### config.mk
export PLATFORM = sky130hd
export DESIGN_NAME = day03_joltage_stream_flat
export DESIGN_NICKNAME = d
export VERILOG_FILES = /design/src/rtl/day03_joltage_stream_if.sv /design/src/rtl/day03_joltage_stream.sv /design/src/flat_wrapper.sv
export SDC_FILE = /design/constraint.sdc
export NUM_CORES = 1
export LEC_CHECK = 0
export ABC_CLOCK_PERIOD_IN_PS = 13300
export CAP_MARGIN = 0
export CORE_MARGIN = 2
export CORE_UTILIZATION = 50
export CTS_BUF_LIST = sky130_fd_sc_hd__clkbuf_4 sky130_fd_sc_hd__clkbuf_8
export CTS_CLUSTER_SIZE = 10
export DETAILED_ROUTE_END_ITERATION = 12
export PLACE_DENSITY_LB_ADDON = 0.1
export SLEW_MARGIN = 20
export SYNTH_ARGS = -nofsm -noshare
export SYNTH_HDL_FRONTEND = slang
export SYNTH_SLANG_ARGS = --single-unit
### constraint.sdc
create_clock -name clk_i -period 13.3 [get_ports clk_i]
set_input_delay 2.66 -clock clk_i [delete_from_list [all_inputs] [get_ports clk_i]]
set_output_delay 2.66 -clock clk_i [all_outputs]
set_load 0.01 [all_outputs]
### src/rtl/day03_joltage_stream_if.sv
// Digit-stream handshake between the line parser (master) and the joltage selector (slave).
interface day03_joltage_stream_if;
    logic       valid_i;
    logic       ready_o;
    logic [3:0] digit_i;
    logic       eol_i;

    modport master (output valid_i, output digit_i, output eol_i, input ready_o);
    modport slave  (input valid_i, input digit_i, input eol_i, output ready_o);
endinterface

### src/rtl/day03_joltage_stream.sv
// Keeps the largest K-digit subsequence of each line and sums the line values; DAY03_LINE_OUT_EN adds a per-line output.
// Latency: one digit per cycle; EOL accepted at edge t updates result_o/lines_o at edge t+K+1.
// Backpressure: ready_o is high only in IDLE, so it drops for the K+1 cycles of CONVERT and ADD.
module day03_joltage_stream #(
    parameter int K        = 12,
    parameter int RESULT_W = 64,
    parameter int CNT_W    = 16
) (
    input  logic                    clk_i,
    input  logic                    rst_i,
    day03_joltage_stream_if.slave   in_if,
    output logic [RESULT_W-1:0]     result_o,
    output logic [CNT_W-1:0]        lines_o,
    output logic                    err_o
`ifdef DAY03_LINE_OUT_EN
    ,
    output logic                    line_valid_o,
    output logic [RESULT_W-1:0]     line_value_o
`endif
);

    // Bits needed to hold 10**k - 1, evaluated at elaboration.
    function automatic int unsigned max_val_bits(input int unsigned k);
        logic [255:0] p;
        int unsigned  n;
        p = 256'd1;
        for (int unsigned i = 0; i < k; i++) p = p * 256'd10;
        p = p - 256'd1;
        n = 0;
        for (int unsigned i = 0; i < 256; i++) if (p[i]) n = i + 1;
        return n;
    endfunction

    localparam int FILL_W = $clog2(K + 1);
    localparam int IDX_W  = (K > 1) ? $clog2(K) : 1;

    if (K < 1) begin : g_k_chk
        $error("day03_joltage_stream: K must be at least 1");
    end
    if (max_val_bits(K) > RESULT_W) begin : g_width_chk
        $error("day03_joltage_stream: RESULT_W too narrow for 10**K-1");
    end

    typedef enum logic [1:0] {
        S_IDLE,
        S_CONVERT,
        S_ADD
    } state_e;

    state_e              state_q, state_d;
    logic [4*K-1:0]      b_q;
    logic [4*K-1:0]      b_shift;
    logic [4*K-1:0]      cand;
    logic [4*K-1:0]      b_at_idx;
    logic [FILL_W-1:0]   fill_q;
    logic [IDX_W-1:0]    idx_q;
    logic [RESULT_W-1:0] acc_q;
    logic [RESULT_W-1:0] acc_next;
    logic [3:0]          cur_digit;
    int unsigned         rm_pos;
    logic                beat;

    assign in_if.ready_o = (state_q == S_IDLE);
    assign beat          = in_if.valid_i && in_if.ready_o;

    always_ff @(posedge clk_i) begin
        if (rst_i) state_q <= S_IDLE;
        else       state_q <= state_d;
    end

    always_comb begin
        state_d = state_q;
        case (state_q)
            S_IDLE:    if (beat && in_if.eol_i) state_d = S_CONVERT;
            S_CONVERT: if (idx_q == '0) state_d = S_ADD;
            S_ADD:     state_d = S_IDLE;
            default:   state_d = S_IDLE;
        endcase
    end

    // Drop the most significant digit that is smaller than its lower neighbour
    // (or the lowest digit if the number is non-increasing), then append the new digit.
    always_comb begin
        rm_pos = 0;
        for (int i = 1; i < K; i++) begin
            if (b_q[4*i +: 4] < b_q[4*(i-1) +: 4]) rm_pos = i;
        end
        cand = b_q;
        for (int i = 1; i < K; i++) begin
            if (i <= rm_pos) cand[4*i +: 4] = b_q[4*(i-1) +: 4];
        end
        cand[3:0] = in_if.digit_i;
    end

    always_comb begin
        b_shift      = b_q << 4;
        b_shift[3:0] = in_if.digit_i;
    end

    // BCD nibbles compare correctly as a plain binary vector.
    assign b_at_idx  = b_q >> {idx_q, 2'b00};
    assign cur_digit = b_at_idx[3:0];
    assign acc_next  = (acc_q << 3) + (acc_q << 1) + RESULT_W'(cur_digit);

`ifdef DAY03_LINE_OUT_EN
    assign line_valid_o = (state_q == S_ADD);
`endif

    always_ff @(posedge clk_i) begin
        if (rst_i) begin
            b_q      <= '0;
            fill_q   <= '0;
            idx_q    <= '0;
            acc_q    <= '0;
            result_o <= '0;
            lines_o  <= '0;
            err_o    <= 1'b0;
`ifdef DAY03_LINE_OUT_EN
            line_value_o <= '0;
`endif
        end else begin
            case (state_q)
                S_IDLE: begin
                    if (beat) begin
                        if (in_if.eol_i) begin
                            idx_q <= IDX_W'(K - 1);
                            acc_q <= '0;
                        end else if (in_if.digit_i > 4'd9) begin
                            err_o <= 1'b1;
                        end else if (fill_q < FILL_W'(K)) begin
                            b_q    <= b_shift;
                            fill_q <= fill_q + FILL_W'(1);
                        end else if (cand > b_q) begin
                            b_q <= cand;
                        end
                    end
                end
                S_CONVERT: begin
                    acc_q <= acc_next;
                    idx_q <= idx_q - IDX_W'(1);
`ifdef DAY03_LINE_OUT_EN
                    if (idx_q == '0) line_value_o <= acc_next;
`endif
                end
                S_ADD: begin
                    result_o <= result_o + acc_q;
                    lines_o  <= lines_o + CNT_W'(1);
                    b_q      <= '0;
                    fill_q   <= '0;
                end
                default: ;
            endcase
        end
    end

endmodule
### src/flat_wrapper.sv
// flat-port wrapper written by rule: the top's interface ports become plain ports
module day03_joltage_stream_flat 
#(
    parameter int K        = 12,
    parameter int RESULT_W = 64,
    parameter int CNT_W    = 16
)
  (clk_i, rst_i, result_o, lines_o, err_o, in_if_valid_i, in_if_digit_i, in_if_eol_i, in_if_ready_o);
  day03_joltage_stream_if in_if_i ();
  input  logic clk_i;
  input  logic rst_i;
  output logic [RESULT_W-1:0] result_o;
  output logic [CNT_W-1:0] lines_o;
  output logic err_o;
  input wire logic [$bits(in_if_i.valid_i)-1:0] in_if_valid_i;
  input wire logic [$bits(in_if_i.digit_i)-1:0] in_if_digit_i;
  input wire logic [$bits(in_if_i.eol_i)-1:0] in_if_eol_i;
  output wire logic [$bits(in_if_i.ready_o)-1:0] in_if_ready_o;
  assign in_if_i.valid_i = in_if_valid_i;
  assign in_if_i.digit_i = in_if_digit_i;
  assign in_if_i.eol_i = in_if_eol_i;
  assign in_if_ready_o = in_if_i.ready_o;
  day03_joltage_stream #(.K(K), .RESULT_W(RESULT_W), .CNT_W(CNT_W)) u_core (.clk_i(clk_i), .rst_i(rst_i), .in_if(in_if_i), .result_o(result_o), .lines_o(lines_o), .err_o(err_o));
endmodule
Word-level counts from Yosys, hierarchy flattened. Cells that the tools add are included. Widths: inputs -> output; s select.

Input port bits: 8. Output and inout port bits: 82. RAM bits: 0. ROM bits: 0. Memories: 0. Flip-flop bits (word level): 203. Latch bits: 0. Logic and storage cells: 104.

Add/sub/neg operators: 6. Divide/modulo/power cells: 0. Multiplexer cells: 42. Eq/ne operators: 10. Bitwise gates (word level): 1. $mul: 0. Shift-type cells: 1. $lt $le $gt $ge: 25. Reductions and logical operators: 11.

Operators by type and width (count): $mux 48 (5); $add 64x64->64 (2); $mux 64 (2); $pmux 64 s2 (1); $pmux 48 s2 (1); $mux 4 (21); $add 64x4->64 (1); $gt 48x48->1 (1); $shr 48x6->4 (1); $lt 4x4->1 (11); $add 16x1->16 const B (1); $le 3x4->1 const A (4); $le 4x4->1 const A (4); $pmux 4 s2 (2); $mux 3 (4); $ne 2x2->1 const B (6); $reduce_and 5->1 (2); $le 2x4->1 const A (2); $mux 2 (4); $add 4x1->4 const B (1); $gt 4x4->1 const B (1); $le 1x4->1 const A (1); $logic_not 4->1 (1); $lt 4x4->1 const B (1); other kinds (14) (16).

Longest topological paths before layout.
Depth in word-level cells: 21. Mapped depth: 24.

Worst setup path after synthesis. Ideal clock, no wire load.

Path kind: input -> register. From: input port in_if_digit_i[1]. To: register u_core.b_q[44]. Arrival: 4679 ps. Stages on the path: 12. Buffers on the path: 1. Data required time: 13183 ps. Setup slack: 8503 ps. Library setup time: 117 ps. Cells stage by stage: ha_1 -> nor2b_1 -> o21a_1 -> o21a_1 -> o21ai_0 -> a21oi_1 -> nor3_1 -> o221ai_2 -> o21a_2 -> and2_1 -> buf_6 -> a32o_1.

Cells in the longest elaborated chain, start to end: 3. Elaborated cells between the ends (all ways): 5. Classes of those cells: 2 x order compare; 2 x eq/ne; 1 x reduce/logical.

RTL lines: start, declared (line flat_wrapper.sv:16) `input wire logic [$bits(in_if_i.digit_i)-1:0] in_if_digit_i;`; $gt 48x48->1 / $gt 4x4->1 (equally long branches) (line day03_joltage_stream.sv:133, day03_joltage_stream.sv:128); $ne 3x3->1 (no line) / $ne 2x2->1 (equally long branches); $reduce_and 5->1 (no line) (*); end signal, assigned (line day03_joltage_stream.sv:131) `b_q <= b_shift;`; end signal, assigned (line day03_joltage_stream.sv:134) `b_q <= cand;`; end, declared (line day03_joltage_stream.sv:51) `logic [4*K-1:0] b_q;`.

Mark *: on every way between the ends. The rest lies on a longest branch, timed or not. A chain may end at the register's enable or synchronous reset.

Worst setup path after layout.
From: register u_core.b_q[41]. To: register u_core.b_q[47].

Cells in the longest elaborated chain, start to end: 11. Elaborated cells between the ends (all ways): 35. Classes of those cells: 14 x order compare; 1 x eq/ne; 19 x mux; 1 x reduce/logical.

RTL lines: parallel branches: the longest is 11 deep, another holds $gt 48x48->1.

Parallel ways; which one is timed is not known. The select of a mux whose other input is x is not followed.

==> metrics.log <==
INFO  metric ioPinCount = 90
INFO  metric end_kind = register
INFO  metric cts_num_sinks = 203
INFO  metric floorplan.die_area = 0.03755 sq mm
INFO  metric cts_hold_buffers = 0
INFO  metric synth_largest_area_cell = sky130_fd_sc_hd__dfxtp_1
INFO  metric drt-initial-drc-count = 1060
INFO  metric final.fill_count = 3328
INFO  metric tritoncts = done
INFO  metric worst_skew = 0.03437 ns
INFO  metric synth_largest_type_area_fraction = 0.2256
INFO  metric critPathMaxFanout = 17
INFO  metric chipWidth = 193.8 um
INFO  metric fp.coreArea = 0.03548 sq mm
INFO  metric cts-buffers-inserted = 39
INFO  metric yosysWarningCount = 0
INFO  metric synthDistinctLibCells = 99
INFO  metric holdCritPathClass = reg -> reg
INFO  metric io_buffer_count = 89
INFO  metric hold_slack = 0.4708 ns
INFO  metric dp.final_hpwl = 40.48 mm
INFO  metric final_layout_size_suffix_gt1_frac = 0.06364
INFO  metric worstHoldStart = u_core.result_o[0]$_SDFFE_PP0P_
INFO  metric grt_pass1_vias = 16490
INFO  metric worstPathRequired = 13.79 ns
INFO  metric power_leakage = 9.021 nW
INFO  metric avgSynthCellArea = 8.033 sq um
INFO  metric fin_nets = 2565
INFO  metric vias = 16870
INFO  metric synthCells = 2242
INFO  metric insertion_delay = 0.62 ns
INFO  metric r2r_start = u_core.b_q[41]$_SDFFE_PP0P_
INFO  metric htree_num_levels = 2
INFO  metric timing_worst_slew_pin_value = 1.039 ns
INFO  metric root_buffer = sky130_fd_sc_hd__clkbuf_8
INFO  metric rsz0062_at_grt = no
INFO  metric dr.pass1.iters = 5
INFO  metric via_per_inst = 6.088
INFO  metric detail_route.wirelength = 53.58 mm
INFO  metric final_number_of_setup_violating_endpoints = 0
INFO  metric synth_top_cells_by_area = sky130_fd_sc_hd__dfxtp_1 (23%), sky130_fd_sc_hd__ha_1 (19%), sky130_fd_sc_hd__a21oi_1 (5.8%)
INFO  metric synth-async-reset-ratio = 0
INFO  metric grt_overflow = 0
INFO  metric maxCapViolations = 0
INFO  metric track_usage = 0.2819
INFO  metric ctsResizeCount = 0
INFO  metric insertedDiodeCount = 0
INFO  metric final_hold_viol_count = 0
INFO  metric max_slew_margin = 0.3050
INFO  metric drc_errors = 0
INFO  metric maxSlewViolCount = 0
INFO  metric cts_buffer_depth = 3
INFO  metric min_period_over_period = 0.4289
INFO  metric report.power.total = 0.001512 W
INFO  metric cellPowerDensity = 75.38 mW/mm^2
INFO  metric critPathLaunch = u_core.b_q[41]$_SDFFE_PP0P_
INFO  metric fmax_achieved = 175.3 MHz
INFO  metric grt_max_degree = 64
INFO  metric worstSetupStartpointType = register
INFO  metric outcome = completed
INFO  metric row_count = 69
INFO  metric starting_density_of_the_core = 0.5076
INFO  metric synthFlopType = sky130_fd_sc_hd__dfxtp_1
INFO  metric post_synthesis_cell_area = 0.01801 sq mm
INFO  metric totalNegativeSetupSlack = 0 ns
INFO  metric path_clk_slew = 0.06 ns
INFO  metric timing.critical_path.arrival = 6.20 ns
INFO  metric layout_min_cycle_time = 5.705 ns
INFO  metric detail-route-antenna-nets = 0
INFO  metric routedWlPerCell = 19.34 um
INFO  metric post_cts.repair.setup_buffers = 0
INFO  metric timing.setup.critical_path_class = reg -> reg
INFO  metric die_h = 193.8 um
INFO  metric vdd_drop_max = 91.23 uV
INFO  metric place.gp.congestion = 0.9777
INFO  metric yosysSeqAreaShare = 0.2256
INFO  metric synth_enable_flop_cells = 0
INFO  metric synth-seq-cells = 203
INFO  metric grt_antenna_before_repair = 0
INFO  metric wire_length_of_the_first_global_routing_pass = 87.47 mm
INFO  metric area_growth_syn_to_layout = 11.35%
INFO  metric post_syn_nets = 2522
worst paths after layout:
kind,to,slack (ns),cells past startpoint
setup reg to reg,u_core.b_q[47]$_SDFFE_PP0P_,7.60,20
setup / recovery,u_core.b_q[47]$_SDFFE_PP0P_,7.60,20
hold / removal,u_core.result_o[0]$_SDFFE_PP0P_,0.47,2
hold reg to reg,u_core.result_o[0]$_SDFFE_PP0P_,0.47,2
critical path, cell delays in order (launching register included):
cell	delay, ns
sky130_fd_sc_hd__dfxtp_1	0.42
sky130_fd_sc_hd__inv_1	0.12
sky130_fd_sc_hd__ha_1	0.30
sky130_fd_sc_hd__a21o_1	0.15
sky130_fd_sc_hd__a21o_1	0.18
sky130_fd_sc_hd__a21oi_2	0.50
sky130_fd_sc_hd__inv_1	0.19
sky130_fd_sc_hd__a21o_1	0.25
sky130_fd_sc_hd__nor3_1	0.35
sky130_fd_sc_hd__or2_2	0.27
sky130_fd_sc_hd__mux2i_1	0.21
sky130_fd_sc_hd__ha_1	0.26
sky130_fd_sc_hd__nand4_1	0.14
sky130_fd_sc_hd__o21ai_0	0.09
sky130_fd_sc_hd__a21oi_1	0.15
sky130_fd_sc_hd__o221ai_1	0.28
sky130_fd_sc_hd__a2111oi_2	0.49
sky130_fd_sc_hd__o221ai_2	0.19
sky130_fd_sc_hd__o21a_2	0.41
sky130_fd_sc_hd__and2_1	0.34
sky130_fd_sc_hd__a32o_1	0.28
cell usage after synthesis, drive strengths merged (26+ instances only):
cell / number
a21o: 123
a21oi: 217
a22o: 38
a22oi: 31
clkbuf: 82
dfxtp: 203
ha: 269
inv: 104
mux2i: 26
nand2: 247
nand2b: 29
nand3: 42
nand4: 47
nor2: 149
nor3: 29
o21ai: 168
o21bai: 28
xnor2: 60
xor2: 56
cells in the final DEF (no fill, tap or decap), types with 16 or more instances in the layout:
master / count
sky130_fd_sc_hd__ha_1: 269
sky130_fd_sc_hd__nand2_1: 246
sky130_fd_sc_hd__a21oi_1: 210
sky130_fd_sc_hd__dfxtp_1: 203
sky130_fd_sc_hd__o21ai_0: 150
sky130_fd_sc_hd__nor2_1: 145
sky130_fd_sc_hd__a21o_1: 123
sky130_fd_sc_hd__inv_1: 104
sky130_fd_sc_hd__clkdlybuf4s50_1: 88
sky130_fd_sc_hd__xnor2_1: 60
sky130_fd_sc_hd__xor2_1: 56
sky130_fd_sc_hd__clkbuf_8: 48
sky130_fd_sc_hd__nand4_1: 47
sky130_fd_sc_hd__nand3_1: 40
sky130_fd_sc_hd__a22o_1: 38
sky130_fd_sc_hd__a22oi_1: 30
sky130_fd_sc_hd__nor3_1: 29
sky130_fd_sc_hd__nand2b_1: 28
sky130_fd_sc_hd__o21bai_1: 27
sky130_fd_sc_hd__mux2i_1: 26
sky130_fd_sc_hd__and3_1: 20
sky130_fd_sc_hd__a211oi_1: 18
sky130_fd_sc_hd__o21ai_1: 16
sky130_fd_sc_hd__a31oi_1: 16
layer usage:
| metal | share of wire | up-vias | GRT usage |
|---|---|---|---|
| li1 | - | 8365 | - |
| met1 | 0.48 | 7982 | 0.3879 |
| met2 | 0.45 | 457 | 0.4618 |
| met3 | 0.052 | 67 | 0.04766 |
| met4 | 0.017 | 0 | 0.06305 |
| met5 | 0 | - | 0 |
cell type report:
type                            instances  area, sq um  area share
Clock buffer                           55        713.2     0.03556
Clock inverter                         11        162.7    0.008111
Inverter                              104        390.4     0.01947
Multi-Input combinational cell       1840        13200      0.6581
Sequential cell                       203         4064      0.2027
Tap cell                              461        576.8     0.02876
Timing Repair Buffer                   97        948.4     0.04730
cell families after synthesis:
family / after synthesis / synth area share
compound gates: 772 / 0.2873
flops: 203 / 0.2256
fa+ha+maj: 272 / 0.1902
mux: 39 / 0.03008
simple gates: 641 / 0.1676
xor+xnor: 116 / 0.05641
buf+inv: 199 / 0.04273
flip-flops by register name (all words and copies together), names as in the netlist:
name             cells
u_core.idx_q         4
u_core.fill_q        4
u_core.lines_o      16
u_core.err_o         1
u_core.b_q          48
u_core.acc_q        64
u_core.state_q       2
u_core.result_o     64
report_power, final:
part / switching [W] / internal, W
combinational: 0.000104 / 0.0000566
sequential: 0.0000164 / 0.000614
clock: 0.000298 / 0.000422
metrics by stage:
step / util / cells / instance area, sq um / worst slack (ns)
global placement: 0.5404 / 2705 / 19170 / 7.663
global route: 0.5651 / 2771 / 20050 / 7.356
detailed placement: 0.5404 / 2705 / 19170 / 7.638
CTS: 0.5650 / 2771 / 20050 / 7.687
floorplan: - / 2242 / 18010 / 8.503
finish: 0.5651 / 2771 / 20050 / 7.595
(Power assumes the default switching activity.)
